===== config.mk =====
export PLATFORM = sky130hd
export DESIGN_NAME = eig_sched
export DESIGN_NICKNAME = d
export VERILOG_FILES = /design/src/rtl/eig_sched.sv
export SDC_FILE = /design/constraint.sdc
export NUM_CORES = 1
export LEC_CHECK = 0
export CORE_AREA = 2 2 193 195
export CTS_CLUSTER_SIZE = 25
export DETAILED_ROUTE_END_ITERATION = 7
export DIE_AREA = 0 0 195 197
export PLACE_DENSITY = 0.6
export SETUP_SLACK_MARGIN = 0.5
export SLEW_MARGIN = 10
export SYNTH_ARGS = -nofsm -noshare
export SYNTH_HDL_FRONTEND = slang
export SYNTH_SLANG_ARGS = --single-unit
export TNS_END_PERCENT = 10

===== constraint.sdc =====
create_clock -name clk -period 2 [get_ports clk]
set_input_delay 0.2 -clock clk [delete_from_list [all_inputs] [get_ports clk]]
set_output_delay 0.2 -clock clk [all_outputs]
set_load 0.02 [all_outputs]

===== src/rtl/eig_sched.sv =====
// Round-robin scheduler sharing one eigenvalue core between N_CH channels,
// with per-job cycle timeout supervision and a tagged response port.
module eig_sched #(
  parameter int unsigned N_CH    = 4,
  parameter int unsigned CH_W    = 2,
  parameter int unsigned TIMEOUT = 1024,
  localparam int unsigned DW     = 32
) (
  input  logic                 clk,
  input  logic                 rst_n,
  input  logic [N_CH-1:0]      req_valid,
  output logic [N_CH-1:0]      req_ready,
  input  logic [N_CH*DW-1:0]   req_a0,
  input  logic [N_CH*DW-1:0]   req_a1,
  output logic                 core_start,
  output logic [DW-1:0]        core_a0,
  output logic [DW-1:0]        core_a1,
  output logic                 core_abort,
  input  logic                 core_done,
  input  logic [DW-1:0]        core_kappa,
  input  logic [DW-1:0]        core_inv_kappa,
  input  logic [2:0]           core_regime,
  output logic                 rsp_valid,
  input  logic                 rsp_ready,
  output logic [CH_W-1:0]      rsp_ch,
  output logic [DW-1:0]        rsp_kappa,
  output logic [DW-1:0]        rsp_inv_kappa,
  output logic [2:0]           rsp_regime,
  output logic                 rsp_timeout,
  output logic [15:0]          timeout_cnt,
  output logic                 sched_busy
);

  localparam int unsigned SW    = CH_W + 1;
  localparam int unsigned TMR_W = (TIMEOUT > 2) ? $clog2(TIMEOUT) : 1;
  localparam logic [TMR_W-1:0] T_LAST = TMR_W'(TIMEOUT - 1);

  typedef enum logic [1:0] {
    S_IDLE  = 2'd0,
    S_ISSUE = 2'd1,
    S_WAIT  = 2'd2,
    S_RESP  = 2'd3
  } state_e;

  state_e            state_q, state_d;
  logic [CH_W-1:0]   last_q, last_d;
  logic [CH_W-1:0]   ch_q, ch_d;
  logic [DW-1:0]     a0_q, a0_d;
  logic [DW-1:0]     a1_q, a1_d;
  logic [TMR_W-1:0]  timer_q, timer_d;
  logic [DW-1:0]     kappa_q, kappa_d;
  logic [DW-1:0]     inv_q, inv_d;
  logic [2:0]        regime_q, regime_d;
  logic              tout_q, tout_d;
  logic [15:0]       tcnt_q, tcnt_d;

  logic              found;
  logic [CH_W-1:0]   win;
  logic [SW-1:0]     slot;
  logic [DW-1:0]     a0_sel;
  logic [DW-1:0]     a1_sel;

  // Round-robin search starting just after the last grant, wrapping at N_CH
  always_comb begin : arb
    found = 1'b0;
    win   = '0;
    slot  = '0;
    for (int unsigned k = 0; k < N_CH; k++) begin
      slot = {1'b0, last_q} + SW'(k) + SW'(1);
      if (slot >= SW'(N_CH)) slot = slot - SW'(N_CH);
      if (!found && req_valid[slot[CH_W-1:0]]) begin
        found = 1'b1;
        win   = slot[CH_W-1:0];
      end
    end
  end

  // Winner operand mux
  always_comb begin : opsel
    a0_sel = '0;
    a1_sel = '0;
    for (int unsigned j = 0; j < N_CH; j++) begin
      if (win == CH_W'(j)) begin
        a0_sel = req_a0[j*DW +: DW];
        a1_sel = req_a1[j*DW +: DW];
      end
    end
  end

  always_ff @(posedge clk or negedge rst_n) begin : state_reg
    if (!rst_n) begin
      state_q  <= S_IDLE;
      last_q   <= CH_W'(N_CH - 1);
      ch_q     <= '0;
      a0_q     <= '0;
      a1_q     <= '0;
      timer_q  <= '0;
      kappa_q  <= '0;
      inv_q    <= '0;
      regime_q <= '0;
      tout_q   <= 1'b0;
      tcnt_q   <= '0;
    end else begin
      state_q  <= state_d;
      last_q   <= last_d;
      ch_q     <= ch_d;
      a0_q     <= a0_d;
      a1_q     <= a1_d;
      timer_q  <= timer_d;
      kappa_q  <= kappa_d;
      inv_q    <= inv_d;
      regime_q <= regime_d;
      tout_q   <= tout_d;
      tcnt_q   <= tcnt_d;
    end
  end

  always_comb begin : fsm_comb
    state_d    = state_q;
    last_d     = last_q;
    ch_d       = ch_q;
    a0_d       = a0_q;
    a1_d       = a1_q;
    timer_d    = timer_q;
    kappa_d    = kappa_q;
    inv_d      = inv_q;
    regime_d   = regime_q;
    tout_d     = tout_q;
    tcnt_d     = tcnt_q;
    req_ready  = '0;
    core_abort = 1'b0;
    unique case (state_q)
      S_IDLE: begin
        if (found) begin
          req_ready[win] = 1'b1;
          a0_d           = a0_sel;
          a1_d           = a1_sel;
          last_d         = win;
          ch_d           = win;
          state_d        = S_ISSUE;
        end
      end
      S_ISSUE: begin
        timer_d = '0;
        state_d = S_WAIT;
      end
      S_WAIT: begin
        timer_d = timer_q + TMR_W'(1);
        // A completion in the expiry cycle takes priority over the abort
        if (core_done) begin
          kappa_d  = core_kappa;
          inv_d    = core_inv_kappa;
          regime_d = core_regime;
          tout_d   = 1'b0;
          state_d  = S_RESP;
        end else if (timer_q == T_LAST) begin
          core_abort = 1'b1;
          kappa_d    = '0;
          inv_d      = '0;
          regime_d   = '0;
          tout_d     = 1'b1;
          if (tcnt_q != 16'hFFFF) tcnt_d = tcnt_q + 16'd1;
          state_d    = S_RESP;
        end
      end
      S_RESP: begin
        if (rsp_ready) state_d = S_IDLE;
      end
      default: state_d = S_IDLE;
    endcase
  end

  assign core_start    = (state_q == S_ISSUE);
  assign core_a0       = a0_q;
  assign core_a1       = a1_q;
  assign rsp_valid     = (state_q == S_RESP);
  assign rsp_ch        = ch_q;
  assign rsp_kappa     = kappa_q;
  assign rsp_inv_kappa = inv_q;
  assign rsp_regime    = regime_q;
  assign rsp_timeout   = tout_q;
  assign timeout_cnt   = tcnt_q;
  assign sched_busy    = (state_q != S_IDLE);

endmodule


Word-level counts from Yosys, hierarchy flattened:

Index checks and enable logic that the tools add are counted.

* add/subtract/negate cells: 12
* magnitude comparators: 10
* equality and inequality tests: 11
* mux-type cells: 48
* bitwise logic cells: 1
* reduce and logical (&&, ||, !) cells: 16

Operators by type and width (number)
* $mux W32: 11
* $mux W2: 12
* $pmux W10 S2: 1
* $add A16 B1 Y16 const B: 1
* $ne A16 B16 Y1 const B: 1
* $lt A2 B3 Y1 const B: 5
* $mux W1: 14
* $ge A3 B3 Y1 const B: 4
* $add A10 B1 Y10 const B: 1
* $eq A10 B10 Y1 const B: 1
* $add A3 B1 Y3 const B: 3
* $bmux W1 S2: 4
* $eq A2 B2 Y1 const B: 4
* $mux W4: 2
* $pmux W2 S4: 1
* $sub A2 B1 Y2 const B: 4
* $add A2 B2 Y3 const B: 2
* $mux W3: 2
* $reduce_bool A2 Y1: 3
* $eq A2 B1 Y1 const B: 2
* $logic_and A1 B1 Y1: 4
* $logic_not A2 Y1: 2
* $reduce_and A2 Y1: 2
* $reduce_and A4 Y1: 1
* 9 further kinds: 11

* register bits: 164
* input port bits: 331
* output and inout port bits: 158
* logic and storage cells: 109

Longest topological paths before layout:

Gate-level depths: netlist (run 1).

* depth after elaboration: 21
* mapped depth: 9
* gate-level depth less buffers: 7

Least setup slack after synthesis (run 1):

OpenSTA, ideal clock, no wires.

* path type: flip-flop to flip-flop
* start: register timer_q[0]
* end: register tcnt_q[8] (netlist: timeout_cnt[8])
* setup time: 0.131 ns
* arrival: 1.997 ns
* required time: 1.869 ns
* setup slack: -0.127 ns
* cell stages (with the launch flop): 8
* path buffers: 1
* period minus slack after synthesis: 2.127 ns
* path through: dfrtp_1 > ha_1 > nand3_1 > nor4_2 > o31a_1 > buf_4 > nand3_1 > xnor2_1

* word-level cells in the longest chain between the ends: 2

RTL lines
* start: declaration: line 50 `logic [TMR_W-1:0] timer_q, timer_d;`
* start signal: assignment: line 109 `timer_q <= timer_d;`
* $eq A10 B10 Y1: line 156 `end else if (timer_q == T_LAST) begin`
* $reduce_and A4 Y1 (no line)
* end signal: assignment: line 114 `tcnt_q <= tcnt_d;`
* end: declaration: line 55 `logic [15:0] tcnt_q, tcnt_d;`

Every way passes these cells.
A chain may end at the register's enable or synchronous reset.

Final worst setup path (run 1):

* start: register last_q[1]
* end: output req_ready[2]

* word-level cells in the longest chain between the ends: 21
* elaborated cells on any way between the ends: 47
* classes of those cells: 10 x add/sub; 6 x order compare; 24 x mux; 7 x reduce/logical

RTL lines
* start: declaration: line 46 `logic [CH_W-1:0] last_q, last_d;`
* start signal: assignment: line 93 `last_q <= CH_W'(N_CH - 1);`
* start signal: assignment: line 105 `last_q <= last_d;`
* parallel branches: the longest is 19 deep, another holds $add A2 B1 Y3
* $mux W4 (*): line 134 `if (found) begin`
* $mux W4 (*): line 132 `unique case (state_q)`
* end: declaration: line 12 `output logic [N_CH-1:0] req_ready,`

Mark *: on every way between the ends. The select of a mux whose other input is x is not followed.

==> flow_summary.json, run 1 <==
{
  "status": "complete, but fails checks",
  "violations": "negative setup slack",
  "antenna_found_initial": 3,
  "worst_pin_slew_ps": 470,
  "fp.dieW_microns": 195,
  "setup_violations": 70,
  "p_leak_uw": 0.00689,
  "numCtsBuffers": 17,
  "cts.sinks": 164,
  "clkTransAtPathRegs_ps": 70,
  "yosysSeqAreaShare_pct": 49.5,
  "vdd_ir_drop_max_mv": 0.642,
  "power_density_mw_per_mm2": 1340,
  "netSwitchingFraction_pct": 41.9,
  "clock.fmax_ghz": 0.435,
  "hold_viol_final": 0,
  "synth_compound_area_share_pct": 23.5,
  "buffer_ports.inserted": 488,
  "syn_inst": 756,
  "vias": 8705,
  "path_cells": "mux2i_2 -> o22ai_2 -> a21oi_4 -> buf_12 -> buf_8 -> and3_4 -> buf_6",
  "async_flop_share_pct": 100,
  "cts_tree": "done",
  "syn_avg_cell_area_sq_um": 11.0,
  "synth.area.top_cells": "dfrtp_1 (49%), a22o_1 (8.1%), mux2i_1 (6.6%), a2111oi_0 (4.5%), a211oi_1 (4.1%)",
  "die_h_microns": 197,
  "yosys_most_used_dff": "dfrtp_1",
  "cp-start-kind": "flop",
  "synth_fa_ha_area_share_pct": 0.906,
  "synthSimpleGateAreaFrac_pct": 11.5,
  "clock_latency_ps": 450,
  "crit_type": "flop to primary output",
  "place_congestion": 0.828,
  "setup_ws_ps": -301,
  "seqPwrFrac_pct": 26.2,
  "synth_warnings": 0,
  "syn_nets": 1093,
  "muxShareOfSynthArea_pct": 7.86,
  "final_nets": 1649,
  "rsz0062_at_grt": "yes",
  "pre_cts_ws_ps": -601,
  "hpwl_mm": 28.1,
  "initial_core_util_pct": 22.9,
  "synth_top_area_share_pct": 48.9,
  "slew_headroom_pct": 67.8,
  "grt-ovfl-total": 0,
  "p_comb_share_pct": 58.7,
  "drv_cap": 0,
  "drt_iter0_drc": 485,
  "dr.pass1.iters": 5,
  "slew_viol_final": 0,
  "num_rows": 70,
  "grt_max_degree": 76,
  "fin_tns_setup_ps": -13930,
  "wl_mm": 38.6,
  "grt_pass1_wl_mm": 56.8,
  "synthXorXnorAreaFrac_pct": 1.48,
  "grt_pass1_vias": 8927,
  "coreArea_sq_mm": 0.0363,
  "final_cell_mix": "clkdlybuf4s50_1 (329), dfrtp_1 (159), dlygate4sd2_1 (146)",
  "arrival_ps": 2100,
  "finalCritPeriodShare_pct": 115,
  "fin_crit_ps": 2300,
  "synth_top_family_by_area": "compound AO/OA/AOI/OAI gates",
  "cts_max_level": 4,
  "io_pins": 489,
  "ant_nets": 0,
  "drive_gt1_share_pct": 20.8,
  "final_common_cell": "clkdlybuf4s50_1",
  "min_path_type": "input pin to asynchronous set/reset pin",
  "cp.required_ps": 1800,
  "power_frac_clock_pct": 15.2,
  "vias_per_cell": 4.85,
  "cp_slowest_cell": "dfstp_2",
  "wl_per_cell_microns": 21.5,
  "critPathMaxFanout": 7,
  "grt_use_total_pct": 19.6,
  "cts_buffer_depth": 2,
  "slowest_delay_ps": 640,
  "final_core_util_pct": 43.4,
  "p_total_uw": 21000,
  "yosys.area.top_type": "dfrtp_1",
  "synth_edf_count": 0,
  "crit_path_end_kind": "primary output",
  "clock_skew_ps": 10.4,
  "cts_root_buf": "clkbuf_16",
  "syn_area_sq_mm": 0.00829,
  "drc": 0,
  "intPower_uw": 12200,
  "area_growth_pct": 89.9,
  "synth.distinct_cells": 53,
  "ys_ff_latch": 164,
  "p_switching_uw": 8830,
  "dieArea_sq_mm": 0.0384
}
## registers in the layout (all words and copies together), names as in the netlist
signal,flops
core_a0,32
core_a1,32
last_q,2
rsp_ch,2
rsp_inv_kappa,32
rsp_kappa,32
rsp_regime,3
rsp_timeout,1
state_q,2
timeout_cnt,16
timer_q,10
## logic make-up (layout without fill, tap and decap cells)
logic type / Yosys count / after routing
AND/OR/NAND/NOR: 184 / 184
flip-flops: 164 / 164
buffers and inverters: 86 / 655
adder cells (fa/ha/maj): 6 / 6
AO/OA/AOI/OAI: 238 / 238
XOR/XNOR: 14 / 14
multiplexers: 64 / 64
other: 0 / 3
## power groups by stage
stage	Clock [uW]	Combinational [uW]	Sequential [uW]
after CTS	3320	12000	5490
after detailed placement	0	11500	5560
final	3190	12300	5510
after global routing	3480	13100	5680
after floorplan	0	4390	6980
after global placement	0	11400	5560
## cell usage after synthesis, types with 3 or more instances
library cell	count
nand3_1	16
o21ai_0	13
o22ai_1	13
a31oi_1	3
a22o_1	77
clkbuf_1	34
nor3b_1	5
buf_2	15
o31ai_1	9
a21oi_1	4
mux2_2	7
a2bb2oi_1	5
buf_1	4
a2111oi_0	43
dfrtp_1	162
ha_1	6
nor2_1	57
a221oi_2	3
a211oi_1	45
and3_1	52
mux2i_1	55
a221oi_1	4
nand2_1	30
nand4_1	7
a221o_1	7
buf_6	10
xnor2_1	13
inv_1	17
buf_4	5
## path summary, 6_finish.rpt
kind,from,end,slack (ps),depth (start not counted)
min in group clk,req_a0[108],core_a0[12],310,3
worst max-delay path,last_q[1],req_ready[2],-300,7
worst max register to register,last_q[1],core_a0[10],-280,9
worst min-delay path,rst_n,rsp_inv_kappa[0],170,2
worst min register to register,rsp_inv_kappa[14],rsp_inv_kappa[14],490,1
max in group asynchronous,rst_n,last_q[1],1120,3
## routing by layer
metal / routed length [microns] / part of all wire [%] / global-route usage (%) / vias to the layer above
met2: 19500 / 51 / 33.4 / 304
li1: - / - / - / 4040
met5: 0 / 0 / 0 / -
met3: 2530 / 6.6 / 5.13 / 44
met1: 15700 / 41 / 24.1 / 4317
met4: 882 / 2.3 / 6.62 / 0
## through the flow
step	std cells	area (sq um)	hold WS (ps)
after CTS	1790	15500	126
after global placement	1727	14300	57.3
final	1796	15700	175
after floorplan	756	8380	-95.6
after global routing	1794	15700	175
after detailed placement	1727	14300	58.9
## worst max-delay path: cells and delay by family (launching register included)
family                 cells  cell delay, ps
multiplexers               1             260
flip-flops                 1             640
AO/OA/AOI/OAI              2             270
buffers and inverters      3             320
AND/OR/NAND/NOR            1             170
## layout make-up
cell class                      count  area, sq um
Inverter                           18         72.6
Sequential cell                   164         4110
Multi-Input combinational cell    506         4300
Clock inverter                     12         93.8
Timing Repair Buffer              605         6120
Tap cell                          468          586
Clock buffer                       20          457
Antenna cell                        3         7.51
Fill cell                        3523        20500
## what timing repair did
| action | in CTS | in global routing |
|---|---|---|
| resized for setup | 308 | 60 |
| hold buffers | 1 | 0 |
| pin swaps | 109 | 93 |
| hold endpoints to repair | 162 | 0 |
| endpoints found under the setup margin | 316 | 174 |
| cloned | 7 | 0 |
| buffers inserted | 23 | 3 |
Power figures use the tool's default switching activity.
==> inputs of run 2 (changes only) <==
--- a/config.mk
+++ b/config.mk
@@ -9,6 +9,7 @@
 export CTS_CLUSTER_SIZE = 25
 export DETAILED_ROUTE_END_ITERATION = 7
 export DIE_AREA = 0 0 195 197
+export MAX_ROUTING_LAYER = met4
 export PLACE_DENSITY = 0.6
 export SETUP_SLACK_MARGIN = 0.5
 export SLEW_MARGIN = 10
==> run 2 against run 1 <==
The run still ends with negative setup slack left; largest power group unchanged; power increased by 0.20%; maximum frequency about the same; sequential power about the same; design area increased by 0.17%; critical endpoint unchanged.
==> flow_summary.json, run 2 (synthesized netlist as in run 1, its figures left out) <==
{
  "p_leak_uw": 0.00690,
  "finalCritPeriodShare_pct": 115,
  "drv_cap": 0,
  "cp-start-kind": "flop",
  "grt_use_total_pct": 20.2,
  "rsz0062_at_grt": "yes",
  "fin_crit_ps": 2300,
  "instances_no_fill": 1796,
  "setup_ws_ps": -299,
  "cp.required_ps": 1800,
  "drive_gt1_share_pct": 20.9,
  "hold_viol_final": 0,
  "worst_pin_slew_ps": 504,
  "clock.fmax_ghz": 0.435,
  "antenna_found_initial": 3,
  "netSwitchingFraction_pct": 41.9,
  "power_density_mw_per_mm2": 1340,
  "arrival_ps": 2100,
  "intPower_uw": 12200,
  "final_nets": 1649,
  "cts_buffer_depth": 2,
  "final_cell_mix": "clkdlybuf4s50_1 (329), dfrtp_1 (159), dlygate4sd2_1 (146)",
  "drc": 0,
  "drt_iter0_drc": 455,
  "hold-worst-slack_ps": 172,
  "dr.pass1.iters": 4,
  "initial_core_util_pct": 22.9,
  "slew_headroom_pct": 66.3,
  "wl_mm": 38.5,
  "dieArea_sq_mm": 0.0384,
  "crit_type": "flop to primary output",
  "cts_root_buf": "clkbuf_16",
  "grt-ovfl-total": 0,
  "num_rows": 70,
  "clock_latency_ps": 450,
  "critPathMaxFanout": 7,
  "cts.sinks": 164,
  "grt_max_degree": 76,
  "final_common_cell": "clkdlybuf4s50_1",
  "slew_viol_final": 0,
  "min_path_type": "input pin to asynchronous set/reset pin",
  "hpwl_mm": 28.1,
  "fp.dieW_microns": 195,
  "place_congestion": 0.840,
  "ant_nets": 0,
  "grt_pass1_vias": 8908,
  "clkTransAtPathRegs_ps": 70,
  "p_comb_share_pct": 58.7,
  "numCtsBuffers": 17,
  "area_growth_pct": 90.3,
  "vias_per_cell": 4.87,
  "dp.cells": 1727,
  "crit_path_end_kind": "primary output",
  "vias": 8740,
  "violations": "negative setup slack",
  "wl_per_cell_microns": 21.5,
  "cts_max_level": 4,
  "setup_violations": 70,
  "io_pins": 489,
  "p_switching_uw": 8850,
  "grt_pass1_wl_mm": 56.8,
  "buffer_ports.inserted": 488,
  "clock_skew_ps": 9.53,
  "status": "complete, but fails checks",
  "die_h_microns": 197,
  "vdd_ir_drop_max_mv": 0.647,
  "coreArea_sq_mm": 0.0363,
  "seqPwrFrac_pct": 26.1,
  "nFillCells": 3521,
  "power_frac_clock_pct": 15.2,
  "cts_tree": "done"
}
-- run 2: per-stage QoR --
stage | area [sq um] | worst slack (ps) | util, % | power (uW) | setup TNS (ps)
after floorplan | 8380 | 102 | - | 11400 | 0
after global placement | 14300 | -612 | 39.4 | 17000 | -35210
after detailed placement | 14300 | -601 | 39.4 | 17100 | -35960
after CTS | 15500 | -346 | 42.7 | 20800 | -13730
after global routing | 15800 | -390 | 43.5 | 22300 | -20620
final | 15800 | -299 | 43.5 | 21100 | -13700
-- run 2: worst paths after layout --
path | from | endpoint | slack, ps | cells after the start
max reg2reg | last_q[1] | core_a0[10] | -280 | 9
max | last_q[1] | req_ready[2] | -300 | 7
min reg2reg | rsp_inv_kappa[14] | rsp_inv_kappa[14] | 490 | 1
min in group clk | req_a0[108] | core_a0[12] | 310 | 3
min | rst_n | rsp_kappa[27] | 170 | 2
max in group asynchronous | rst_n | timeout_cnt[1] | 1120 | 3
-- run 2: power by group through the flow --
stage                     Combinational, uW  Clock [uW]  Sequential [uW]
final                                 12400        3200             5510
after global routing                  13200        3490             5680
after CTS                             12000        3320             5490
after detailed placement              11500           0             5560
after global placement                11400           0             5560
after floorplan                        4390           0             6980
-- run 2: cell type report --
| class | instances | area [sq um] | share of cell area [%] |
|---|---|---|---|
| diodes | 3 | 7.51 | 0.0476 |
| clock buffers | 20 | 457 | 2.90 |
| clock inverters | 12 | 93.8 | 0.595 |
| inverters | 18 | 72.6 | 0.460 |
| multi-input cells | 506 | 4320 | 27.4 |
| flip-flops and latches | 164 | 4110 | 26.1 |
| well taps | 468 | 586 | 3.71 |
| repair buffers | 605 | 6120 | 38.8 |
-- run 2: what timing repair did --
action / 4_1_cts / 5_1_grt
setup buffers: 23 / 3
endpoints found under the setup margin: 316 / 174
resized for setup: 308 / 65
gates cloned: 7 / 0
endpoints found under the hold margin: 162 / 0
hold buffers: 1 / 0
pin swaps: 109 / 93
-- run 2: critical path, cell delays in order (launching register included) --
cell     delay, ps
dfstp_2        640
buf_6          140
nand2_4         40
o22a_4         270
and2_4         150
buf_12         120
and3_4         160
buf_6          130
-- run 2: layer usage --
| layer | up-vias | GRT usage (%) | part of all wire (%) | routed length, microns |
|---|---|---|---|---|
| met3 | 50 | 5.25 | 6.3 | 2430 |
| met1 | 4316 | 24.1 | 41 | 15800 |
| met5 | - | - | 0 | 0 |
| met4 | 0 | 6.53 | 2.4 | 928 |
| met2 | 330 | 33.4 | 50 | 19300 |
| li1 | 4044 | - | - | - |
